<file path="src/rtl/me_branch_redirect.sv">
// Memory-stage branch resolver: evaluates branch/jump conditions in ME, issues a one-cycle
// fetch redirect and holds a flush window over F/D/E. Optional statistics: BRANCH_STATS_EN.
module me_branch_redirect #(
    parameter int PC_W        = 32,
    parameter int DATA_W      = 32,
    parameter int FLUSH_DEPTH = 3
`ifdef BRANCH_STATS_EN
   ,parameter int STAT_W      = 16
`endif
) (
    input  logic              clk,
    input  logic              reset,
    input  logic              valid_i,
    input  logic              is_branch_i,
    input  logic              is_jump_i,
    input  logic [2:0]        br_type_i,
    input  logic [DATA_W-1:0] op_a_i,
    input  logic [DATA_W-1:0] op_b_i,
    input  logic [PC_W-1:0]   target_i,
    output logic              pc_src_o,
    output logic [PC_W-1:0]   pc_branch_o,
    output logic              flush_o,
    output logic              busy_o
`ifdef BRANCH_STATS_EN
   ,output logic [STAT_W-1:0] stat_taken_o,
    output logic [STAT_W-1:0] stat_ntaken_o
`endif
);

    typedef enum logic [1:0] {
        IDLE     = 2'd0,
        REDIRECT = 2'd1,
        FLUSH    = 2'd2
    } state_t;

    // The FLUSH state covers the FLUSH_DEPTH-1 cycles that follow the redirect cycle.
    localparam int CNT_W = (FLUSH_DEPTH > 2) ? $clog2(FLUSH_DEPTH - 1) : 1;
    localparam logic [CNT_W-1:0] CNT_LAST = CNT_W'((FLUSH_DEPTH > 1) ? (FLUSH_DEPTH - 2) : 0);

    state_t            state_q, state_d;
    logic [CNT_W-1:0]  cnt_q, cnt_d;
    logic              pc_src_q, pc_src_d;
    logic [PC_W-1:0]   pc_branch_q, pc_branch_d;
    logic              flush_q, flush_d;
    logic              busy_q, busy_d;
    logic              cond_s;
    logic              take_s;
    logic              ntake_s;

    function automatic logic branch_cond(input logic [2:0]        br_type,
                                         input logic [DATA_W-1:0] a,
                                         input logic [DATA_W-1:0] b);
        logic c;
        c = 1'b0;
        case (br_type)
            3'b000:  c = (a == b);
            3'b001:  c = (a != b);
            3'b100:  c = ($signed(a) <  $signed(b));
            3'b101:  c = ($signed(a) >= $signed(b));
            3'b110:  c = (a <  b);
            3'b111:  c = (a >= b);
            default: c = 1'b0;
        endcase
        return c;
    endfunction

    // Branch resolution; anything arriving while flush_o is high is wrong-path.
    always_comb begin
        cond_s  = branch_cond(br_type_i, op_a_i, op_b_i);
        take_s  = valid_i & ~flush_q & (is_jump_i | (is_branch_i & cond_s));
        ntake_s = valid_i & ~flush_q & ~is_jump_i & is_branch_i & ~cond_s;
    end

    // Next-state logic and the next values of the registered outputs.
    always_comb begin
        state_d     = state_q;
        cnt_d       = cnt_q;
        pc_branch_d = pc_branch_q;
        case (state_q)
            IDLE: begin
                if (take_s) begin
                    state_d     = REDIRECT;
                    pc_branch_d = target_i;
                end else begin
                    state_d = IDLE;
                end
            end
            REDIRECT: begin
                cnt_d = {CNT_W{1'b0}};
                if (FLUSH_DEPTH > 1) begin
                    state_d = FLUSH;
                end else begin
                    state_d = IDLE;
                end
            end
            FLUSH: begin
                if (cnt_q == CNT_LAST) begin
                    state_d = IDLE;
                end else begin
                    cnt_d = cnt_q + CNT_W'(1);
                end
            end
            default: begin
                state_d = IDLE;
                cnt_d   = {CNT_W{1'b0}};
            end
        endcase
        pc_src_d = (state_d == REDIRECT);
        flush_d  = (state_d != IDLE);
        busy_d   = (state_d != IDLE);
    end

    // State and output registers; reset discards any pending redirect.
    always_ff @(posedge clk) begin
        if (reset) begin
            state_q     <= IDLE;
            cnt_q       <= {CNT_W{1'b0}};
            pc_src_q    <= 1'b0;
            pc_branch_q <= {PC_W{1'b0}};
            flush_q     <= 1'b0;
            busy_q      <= 1'b0;
        end else begin
            state_q     <= state_d;
            cnt_q       <= cnt_d;
            pc_src_q    <= pc_src_d;
            pc_branch_q <= pc_branch_d;
            flush_q     <= flush_d;
            busy_q      <= busy_d;
        end
    end

    assign pc_src_o    = pc_src_q;
    assign pc_branch_o = pc_branch_q;
    assign flush_o     = flush_q;
    assign busy_o      = busy_q;

`ifdef BRANCH_STATS_EN
    logic [STAT_W-1:0] stat_taken_q;
    logic [STAT_W-1:0] stat_ntaken_q;

    // Statistics counters wrap naturally at 2^STAT_W.
    always_ff @(posedge clk) begin
        if (reset) begin
            stat_taken_q  <= {STAT_W{1'b0}};
            stat_ntaken_q <= {STAT_W{1'b0}};
        end else begin
            if (take_s) begin
                stat_taken_q <= stat_taken_q + STAT_W'(1);
            end else begin
                stat_taken_q <= stat_taken_q;
            end
            if (ntake_s) begin
                stat_ntaken_q <= stat_ntaken_q + STAT_W'(1);
            end else begin
                stat_ntaken_q <= stat_ntaken_q;
            end
        end
    end

    assign stat_taken_o  = stat_taken_q;
    assign stat_ntaken_o = stat_ntaken_q;
`endif

endmodule

</file>
<file path="config.mk">
export PLATFORM = sky130hd
export DESIGN_NAME = me_branch_redirect
export DESIGN_NICKNAME = d
export VERILOG_FILES = /design/src/rtl/me_branch_redirect.sv
export SDC_FILE = /design/constraint.sdc
export NUM_CORES = 1
export LEC_CHECK = 0
export BUFFER_PORTS_ARGS = -buffer_cell sky130_fd_sc_hd__buf_2
export CAP_MARGIN = 30
export CELL_PAD_IN_SITES_DETAIL_PLACEMENT = 1
export CELL_PAD_IN_SITES_GLOBAL_PLACEMENT = 2
export CORE_ASPECT_RATIO = 0.6
export CORE_MARGIN = 2
export CORE_UTILIZATION = 23
export CTS_CLUSTER_DIAMETER = 30
export DETAILED_ROUTE_END_ITERATION = 6
export PLACE_DENSITY_LB_ADDON = 0.1
export SLEW_MARGIN = 5
export SYNTH_ARGS = -nofsm -noshare
export SYNTH_HDL_FRONTEND = slang
export SYNTH_SLANG_ARGS = --single-unit
</file>
<file path="constraint.sdc">
create_clock -name clk -period 3.6 [get_ports clk]
set_input_delay 0.72 -clock clk [delete_from_list [all_inputs] [get_ports clk]]
set_output_delay 0.72 -clock clk [all_outputs]
set_load 0.005 [all_outputs]
</file>
* Word-level counts from Yosys, hierarchy flattened
Cells that the tools add are included.
** Word-level totals
- Word-level logic and storage cells :: 35
- Input bits :: 104
- Bits in registers :: 37
** Cells by class
- Equal/unequal tests :: 10
- Multiplexer cells :: 6
- $add $sub $neg :: 1
- Reductions and logical operators :: 4
- $lt $le $gt $ge :: 4
- Bitwise operators :: 5
** Operators by type and width (number)
- >= comparator 32 bit :: 2
- < comparator 32 bit :: 2
- equality test 32 bit :: 1
- inequality test 32 bit :: 1
- equality test 3 bit (second input constant) :: 4
- case mux 1 bit (6 select lines) :: 1
- case mux 2 bit (3 select lines) :: 1
- equality test 2 x 1 -> 1 bit (second input constant) :: 2
- AND 1 bit :: 3
- equality test 3 x 1 -> 1 bit (second input constant) :: 1
- logical NOT 3 bit :: 1
- equality test 2 bit (second input constant) :: 1
- logical NOT 2 bit :: 1
- two-way mux 1 bit :: 2
- two-way mux 2 bit :: 1
- case mux 1 bit (2 select lines) :: 1
- AND reduction 2 bit :: 1
- nonzero test 2 bit :: 1
- adder 1 bit (second input constant) :: 1
- NOT 1 bit :: 1
- bitwise OR 1 bit :: 1

* Longest topological paths before layout
Gate-level depths: netlist of the first run.
- Depth after elaboration :: 8
- Depth in mapped cells :: 10
- Gate-level depth less buffers :: 9

* Least setup slack after synthesis of the first run
No wires, ideal clock.
- Path type :: in2reg
- From :: input op_b_i[1]
- To :: register pc_branch_q[0] (netlist: pc_branch_o[0])
- Setup slack :: 0.673 ns
- Stages on the path :: 10
- Library setup time :: 0.072 ns
- Data required time :: 3.528 ns
- Data arrival time :: 2.856 ns
- Cells stage by stage :: inv_1 ha_1 nor2b_1 o211ai_2 a2111oi_0 or4_1 a21oi_2 mux2i_4 buf_6 mux2i_1
** Between the ends
- Longest elaborated chain between the ends :: 6
** Ends and longest elaborated chain
- start: declaration :: line 18 : input logic [DATA_W-1:0] op_b_i,
- >= comparator 32 bit (tied with other cells) :: line 61 : 3'b111: c = (a >= b);
- case mux 1 bit (6 select lines) * :: line 55 : case (br_type)
- AND 1 bit * :: line 70 : take_s = valid_i & ~flush_q & (is_jump_i | (is_branch_i & cond_s));
- bitwise OR 1 bit * :: line 70
- AND 1 bit * :: line 70
- AND reduction 2 bit (no line) *
- end signal: assignment :: line 119 : pc_branch_q <= {PC_W{1'b0}};
- end signal: assignment :: line 126 : pc_branch_q <= pc_branch_d;
- end: declaration :: line 43 : logic [PC_W-1:0] pc_branch_q, pc_branch_d;
Every way passes the cells marked *; elsewhere a longest branch is shown, timed or not.
A chain may end at the register's enable or synchronous reset.

* Worst setup path in the final report of the first run
- From :: input op_a_i[1]
- To :: register pc_branch_q[27] (netlist: pc_branch_o[27])
** Between the ends
- Longest elaborated chain between the ends :: 6
** Ends and longest elaborated chain
- start: declaration :: line 17 : input logic [DATA_W-1:0] op_a_i,
- >= comparator 32 bit (tied with other cells) :: line 61
- case mux 1 bit (6 select lines) * :: line 55
- AND 1 bit * :: line 70
- bitwise OR 1 bit * :: line 70
- AND 1 bit * :: line 70
- AND reduction 2 bit (no line) *
Marks and branches as above.

==> qor.csv, run 1 <==
stage;metric;value;unit
outcome;status;completed;
clock_network;clock-sinks;37;
power;swShare;28.30;%
setup_path;worst_setup_path_end_kind;register;
die;fp.dieH;82.63;um
placement;dpl.hpwl;5.507;mm
clock_network;cts_setup_buffers;0;
clock_network;clockRootBuffer;clkbuf_16;
timing;skew;0.002901;ns
drt;dr_wl_met2;2.862;mm
power;pwr-share-comb;27.7;%
global_route;grt_pass1_wl;10.85;mm
timing;worst_slack;0.7109;ns
yosys;netlist_instances;282;
clock_network;numCtsBuffers;5;
cells_and_area;drive_gt1_share;36.99;%
cells_and_area;synthToLayoutAreaGrowth;40.97;%
timing;fin_crit;2.889;ns
setup_path;max_stage_delay;0.54;ns
clock_network;cts_max_level;2;
clock_network;tritoncts;built;
setup_path;crit_type;input port to register;
placement;gp_congestion;0.7199;
drt;wl_met3;551;um
yosys;yosysUniqueCellTypes;35;
setup_path;crit_path_start_kind;input port;
global_route;grt_max_degree;38;
power;peakVddDrop;161.1;uV
cells_and_area;antenna_cells;0;
clock_network;cts_buffer_depth;2;
die;die_w;135.0;um
drt;drt-met1-wl;3.219;mm
setup_path;crit_family;simple AND/OR/NAND/NOR gates;
power;seqPwrFrac;38.8;%
power;leakage;1.787;nW
setup_path;r2r_slack;1.66;ns
drt;firstDrtPassIters;4;
global_route;overflow;0;
placement;portBuffers;138;
drt;topRoutingLayerUsed;met4;
hold_path;hold_path_class;register to register;
drt;wirelength;6.663;mm
yosys;ys_seq_elements;37;
die;dieArea;11160;um2
setup_path;crit_path_cell_trace;buf_2 > ha_1 > nor2b_1 > o211ai_2 > a2111oi_0 > or4_1 > a21oi_2 > mux2i_4 > buf_12 > mux2i_1;
global_route;grt_pass1_vias;2369;
clock_network;hold_buffers;0;
power;clockPowerShare;33.5;%
drt;drc;0;
timing;slew_violations;0;
global_route;antenna_found_initial;0;
setup_path;slowest_stage;or4_1;
die;rows;28;
yosys;yosysWarnings;0;
yosys;synth_top_area_share;31.26;%
die;fp.coreArea;9950;um2
flow_run;max-cap-violations;0;
yosys;synth_area_per_cell;8.403;um2
power;p_sw;0.0003490;W
timing;setup_viol;0;
yosys;seq_area_frac_synth;31.26;%
yosys;syn_area;2370;um2
timing;max_freq;0.3461;GHz
die;start_util;23.82;%
drt;routedWlPerCell;12.03;um
timing;setup_tns;0;ns
yosys;synthesis.nets;418;
timing;relSlewSlack;65.88;%
setup_path;crit_arrival;3.09;ns
global_route;grt_usage;12.17;%
cells_and_area;num-nets-final;554;
drt;drt_iter0_drc;49;
power;pwr_density_cell;369.2;nW/um2
timing;rsz0062_at_grt;no;
power;intPower;0.0008843;W
drt;drt-vias-per-instance;4.240;
timing;hold_violations;0;
placement;place_ws;0.4052;ns
clock_network;cts_resized;0;
clock_network;clk_pin_slew;0.05;ns
yosys;yosysTopAreaCell;dfxtp_1;
timing;min_period_over_period;80.25;%
drt;ant_nets;0;
yosys;synth_area_leaders;dfxtp_1, ha_1, mux2i_1;
clock_network;clk_latency;0.28;ns
setup_path;worst-path-buf-inv;2;
setup_path;cp.required;3.80;ns
die;ioPinCount;139;
timing;tightest_slew;0.5111;ns
drt;route.vias.total;2349;
setup_path;crit_fanout;35;
[cells in the final DEF (no fill, tap or decap), types with 2 or more instances in the layout]
cell	Yosys	final
nor3_1	3	3
o32a_1	2	2
and2_1	2	2
a21o_1	4	4
a21oi_1	14	14
clkbuf_16	0	5
buf_2	0	138
nor2_1	5	5
mux2i_1	32	32
dfxtp_1	37	37
nand3_1	3	3
clkinv_2	0	2
ha_1	32	32
o21ai_0	4	4
nand2_1	71	71
inv_1	37	36
nand4_1	7	7
buf_12	0	2
[worst reg2reg max path: stages, from the launching register on]
cell,delay (ns)
dfxtp_1,0.34
nor2_1,0.11
o2111a_1,0.22
o41ai_1,0.10
o32a_1,0.38
mux2i_4,0.17
buf_12,0.27
mux2i_1,0.27
[through the flow]
step / hold slack [ns] / power [W] / utilization (%) / std cells / area, um2
2_1_floorplan: 0.4441 / 0.0006912 / - / 282 / 2370
3_3_place_gp: 0.4395 / 0.0008263 / 31.98 / 545 / 3182
3_5_place_dp: 0.4493 / 0.0008362 / 32.18 / 546 / 3202
4_1_cts: 0.4568 / 0.001263 / 33.58 / 554 / 3341
5_1_grt: 0.4758 / 0.001326 / 33.58 / 554 / 3341
6_report: 0.4520 / 0.001233 / 33.58 / 554 / 3341
[power groups by stage]
stage | logic, W | registers (W) | clock network, W
2_1_floorplan | 0.000201 | 0.000490 | 0
3_3_place_gp | 0.000339 | 0.000488 | 0
3_5_place_dp | 0.000348 | 0.000488 | 0
4_1_cts | 0.000349 | 0.000480 | 0.000434
5_1_grt | 0.000388 | 0.000485 | 0.000453
6_report | 0.000341 | 0.000479 | 0.000413
[synthesized netlist by cell type, drive strengths merged]
library cell and n:
a21o 4, a221oi 1, o21ai 4, nand4 8, o41ai 1, a2111oi 1, buf 4, a21bo 1
o2111a 1, ha 32, nor2b 1, nor2 5, or4 1, o21a 1, mux2i 33, nor4 2
dfxtp 37, a311oi 1, nor3 3, a22o 1, a31oi 1, inv 37, a21oi 15, and2 2
o32a 2, nand3 3, clkbuf 7, nand2 71, o211ai 2
[state kept, by name, indices dropped and copies added, names as in the netlist]
signal       count
cnt_q            1
busy_o           1
state_q          2
pc_branch_o     32
pc_src_o         1
[per-layer routing]
metal | vias to the layer above | global-route usage [%]
met5 | - | 0
met4 | 0 | 1.563
met3 | 4 | 4.274
met2 | 71 | 19.85
met1 | 1047 | 16.04
li1 | 1227 | -
[worst paths after layout]
path | startpoint | end | cells after the start
worst min register to register | pc_branch_o[25] | pc_branch_o[25] | 2
worst min-delay path | pc_branch_o[25] | pc_branch_o[25] | 2
worst max-delay path | op_a_i[1] | pc_branch_o[27] | 10
worst max register to register | state_q[0] | pc_branch_o[27] | 7
[kinds of logic after synthesis]
family / Yosys count / synth area share, %
buffers and inverters: 48 / 8.712
adders and majority gates: 32 / 16.90
muxes: 33 / 14.47
and+or+nand+nor: 96 / 18.22
DFF: 37 / 31.26
AOI/OAI and AO/OA: 36 / 10.46
[cell type report]
class / instances / area (um2)
clock buffer: 6 / 128.9
clock inverter: 2 / 10.01
fill: 1240 / 6609
inverter: 37 / 138.9
multi-input combinational: 197 / 1423
sequential: 37 / 740.7
tap: 135 / 168.9
timing repair buffer: 140 / 730.7
(Power assumes the default switching activity.)
==> inputs of run 2 (changes only) <==
Settings changed: ABC_AREA set to 1, CORE_UTILIZATION 23 to 21.
Clock period 3.6 ns to 2.35 ns, I/O delays scaled along.
==> run 2 against run 1 <==
  * The flow now finishes with violations (negative setup slack)
  * Clock skew barely moved
  * Critical path type unchanged
  * Final area is 29% higher
  * Global-route usage up 0.50 points
  * Die area rose by 24%
  * Combinational power grew 120%
  * Register-to-register slack got worse by 0.79 ns
  * Non-clock buffer count grew 17
  * Sequential power increased by 53%
  * Sequential cell count unchanged
==> qor.csv, run 2 <==
stage;metric;value;unit;change
outcome;status;finished, violations left;;
outcome;violations;negative setup slack;;
clock_network;clk_latency;0.28;ns;about the same
timing;tightest_slew;0.3847;ns;-0.1264 ns
placement;place_inst;694;;+27%
power;p_sw;0.0006628;W;+90%
timing;setup_tns;-2.283;ns;-2.283 ns
power;clockPowerShare;30.3;%;-3.2 points
clock_network;cts_max_level;2;;unchanged
cells_and_area;drive_gt1_share;42.94;%;+5.9 points
yosys;synth_commonest_cells;inv_1, nand2_1, a21oi_1, nor2_1, dfxtp_1;;
power;intPower;0.001463;W;+65%
placement;dpl.hpwl;6.205;mm;+13%
clock_network;clk_pin_slew;0.05;ns;about the same
timing;setup_viol;34;;+34
timing;worst_slack;-0.1048;ns;-0.8157 ns
yosys;synth_edf_count;0;;unchanged
drt;firstDrtPassIters;4;;unchanged
cells_and_area;multiInputGateArea;1814;um2;+28%
yosys;synthesis.nets;534;;+28%
timing;skew;0.002432;ns;-0.0004690 ns
drt;drt-vias-per-instance;4.119;;-2.9%
drt;route.vias.total;2945;;+25%
cells_and_area;antenna_cells;0;;unchanged
timing;relSlewSlack;74.36;%;+8.5 points
power;pwr-share-comb;35.3;%;+7.6 points
clock_network;hold_buffers;0;;unchanged
placement;gp_congestion;0.6856;;-4.8%
setup_path;crit_type;input port to register;;
yosys;synth_ff_type;dfxtp_1;;
setup_path;cp.required;2.52;ns;-1.28 ns
drt;wirelength;8.854;mm;+33%
global_route;grt_usage;12.67;%;+0.50 points
timing;rsz0062_at_grt;yes;;
yosys;synth_area_leaders;dfxtp_1, ha_1, inv_1;;
clock_network;clock-sinks;37;;unchanged
die;ioPinCount;139;;unchanged
drt;drt_iter0_drc;71;;+45%
setup_path;worst_setup_path_end_kind;register;;
yosys;synth_top_area_share;27.45;%;-3.8 points
cells_and_area;largest_reg_flops;32;;unchanged
clock_network;tritoncts;built;;
yosys;synth_area_per_cell;6.781;um2;-19%
yosys;ys_seq_elements;37;;unchanged
cells_and_area;fill_cells;1571;;+27%
clock_network;numCtsBuffers;5;;unchanged
placement;place_ws;-0.4536;ns;-0.8588 ns
timing;slew_violations;0;;unchanged
timing;hold_violations;0;;unchanged
die;die_w;150.4;um;+11%
die;rows;32;;+14%
yosys;yosysWarnings;0;;unchanged
global_route;grt_max_degree;66;;+74%
setup_path;crit_fanout;8;;-77%
power;swShare;31.18;%;+2.9 points
cells_and_area;final_common_cell;buf_2;;
power;peakVddDrop;286.0;uV;+78%
timing;fin_crit;2.455;ns;
cells_and_area;num-nets-final;680;;+23%
global_route;antenna_found_initial;0;;unchanged
timing;min_period_over_period;104.5;%;
die;dieArea;13800;um2;+24%
timing;max_freq;0.4074;GHz;
setup_path;crit_path_start_kind;input port;;
yosys;async_flop_share;0;%;unchanged
clock_network;cts_buffer_depth;2;;unchanged
cells_and_area;stdcell_count;715;;+29%
flow_run;max-cap-violations;0;;unchanged
cells_and_area;seq_area;740.7;um2;unchanged
drt;drc;0;;unchanged
yosys;yosysUniqueCellTypes;23;;-34%
cells_and_area;synthToLayoutAreaGrowth;59.81;%;
yosys;yosysMostFrequentCell;inv_1;;
global_route;grt_pass1_wl;13.99;mm;+29%
clock_network;clockRootBuffer;clkbuf_16;;
global_route;overflow;0;;unchanged
yosys;syn_area;2699;um2;+14%
die;start_util;21.26;%;-2.6 points
setup_path;crit_arrival;2.62;ns;-0.47 ns
yosys;seq_area_frac_synth;27.45;%;-3.8 points
power;leakage;2.324;nW;+30%
drt;routedWlPerCell;12.38;um;+3.0%
power;seqPwrFrac;34.4;%;-4.4 points
die;fp.coreArea;12690;um2;+28%
global_route;grt_pass1_vias;2897;;+22%
yosys;netlist_instances;398;;+41%
die;fp.dieH;91.81;um;+11%
hold_path;hold_path_class;input port to register;;
placement;portBuffers;138;;unchanged
yosys;yosysTopAreaCell;dfxtp_1;;
cells_and_area;mostFrequentLayoutCells;buf_2, inv_1, nand2_1;;
power;pwr_density_cell;492.9;nW/um2;+34%
drt;ant_nets;0;;unchanged
run 2: final cells by class:
class | instances | share of cell area, %
Clock buffer | 8 | 3.162
Tap cell | 170 | 4.932
Sequential cell | 37 | 17.17
Multi-Input combinational cell | 261 | 42.07
Timing Repair Buffer | 157 | 25.41
Inverter | 82 | 7.253
run 2: repair_timing:
item,CTS,global route
resized for setup,50,28
pin swaps,25,19
buffers inserted,3,5
endpoints found under the setup margin,34,35
cloned,4,2
run 2: cells by family (layout without fill, tap and decap cells):
group	Yosys count	in the layout	synth area share (%)
compound gates	54	54	10.29
buf+inv	100	247	15.99
flops	37	37	27.45
fa+ha+maj	32	32	14.84
simple gates	175	175	31.43
run 2: path summary, 6_finish.rpt:
kind              slack, ns               to  depth (start not counted)       startpoint
hold / removal         0.43           busy_o                          2            reset
hold reg to reg        0.46  pc_branch_o[27]                          2  pc_branch_o[27]
setup / recovery      -0.10  pc_branch_o[23]                         18       op_a_i[21]
setup reg to reg       0.87  pc_branch_o[12]                          5       state_q[1]
run 2: stage by stage:
step                power (W)  cell area [um2]  hold WS (ns)  utilization [%]
global placement     0.001319             3570        0.4609            28.13
floorplan            0.001093             2699        0.4210                -
finish               0.002126             4313        0.4326            33.98
CTS                  0.002105             4116        0.4321            32.43
global route         0.002297             4313        0.4380            33.98
detailed placement   0.001331             3570        0.4688            28.13
run 2: per-layer routing:
layer	part of all wire, %	track usage, %
met2	42	20.04
met1	52	18.04
met5	0	0
met3	5.7	3.234
met4	0.24	0.9434
run 2: worst max-delay path, cell delays in order:
cell and delay, ns:
buf_2 0.10, ha_1 0.31, a21oi_1 0.18, o21a_1 0.14, nand2_1 0.07, a21oi_2 0.16, buf_4 0.15, nand3_1 0.08
nand2_1 0.06, inv_1 0.03, nor2_1 0.08, nand3_1 0.09, nand2_2 0.11, nand2_8 0.10, buf_8 0.16, buf_16 0.14
a21oi_1 0.13, nor2_1 0.06
run 2: power groups by stage:
stage	registers (W)	logic (W)	clock network, W
2_1_floorplan	0.000742	0.000351	0
3_3_place_gp	0.000742	0.000576	0
3_5_place_dp	0.000742	0.000589	0
4_1_cts	0.000730	0.000706	0.000670
5_1_grt	0.000738	0.000854	0.000705
6_report	0.000731	0.000751	0.000643
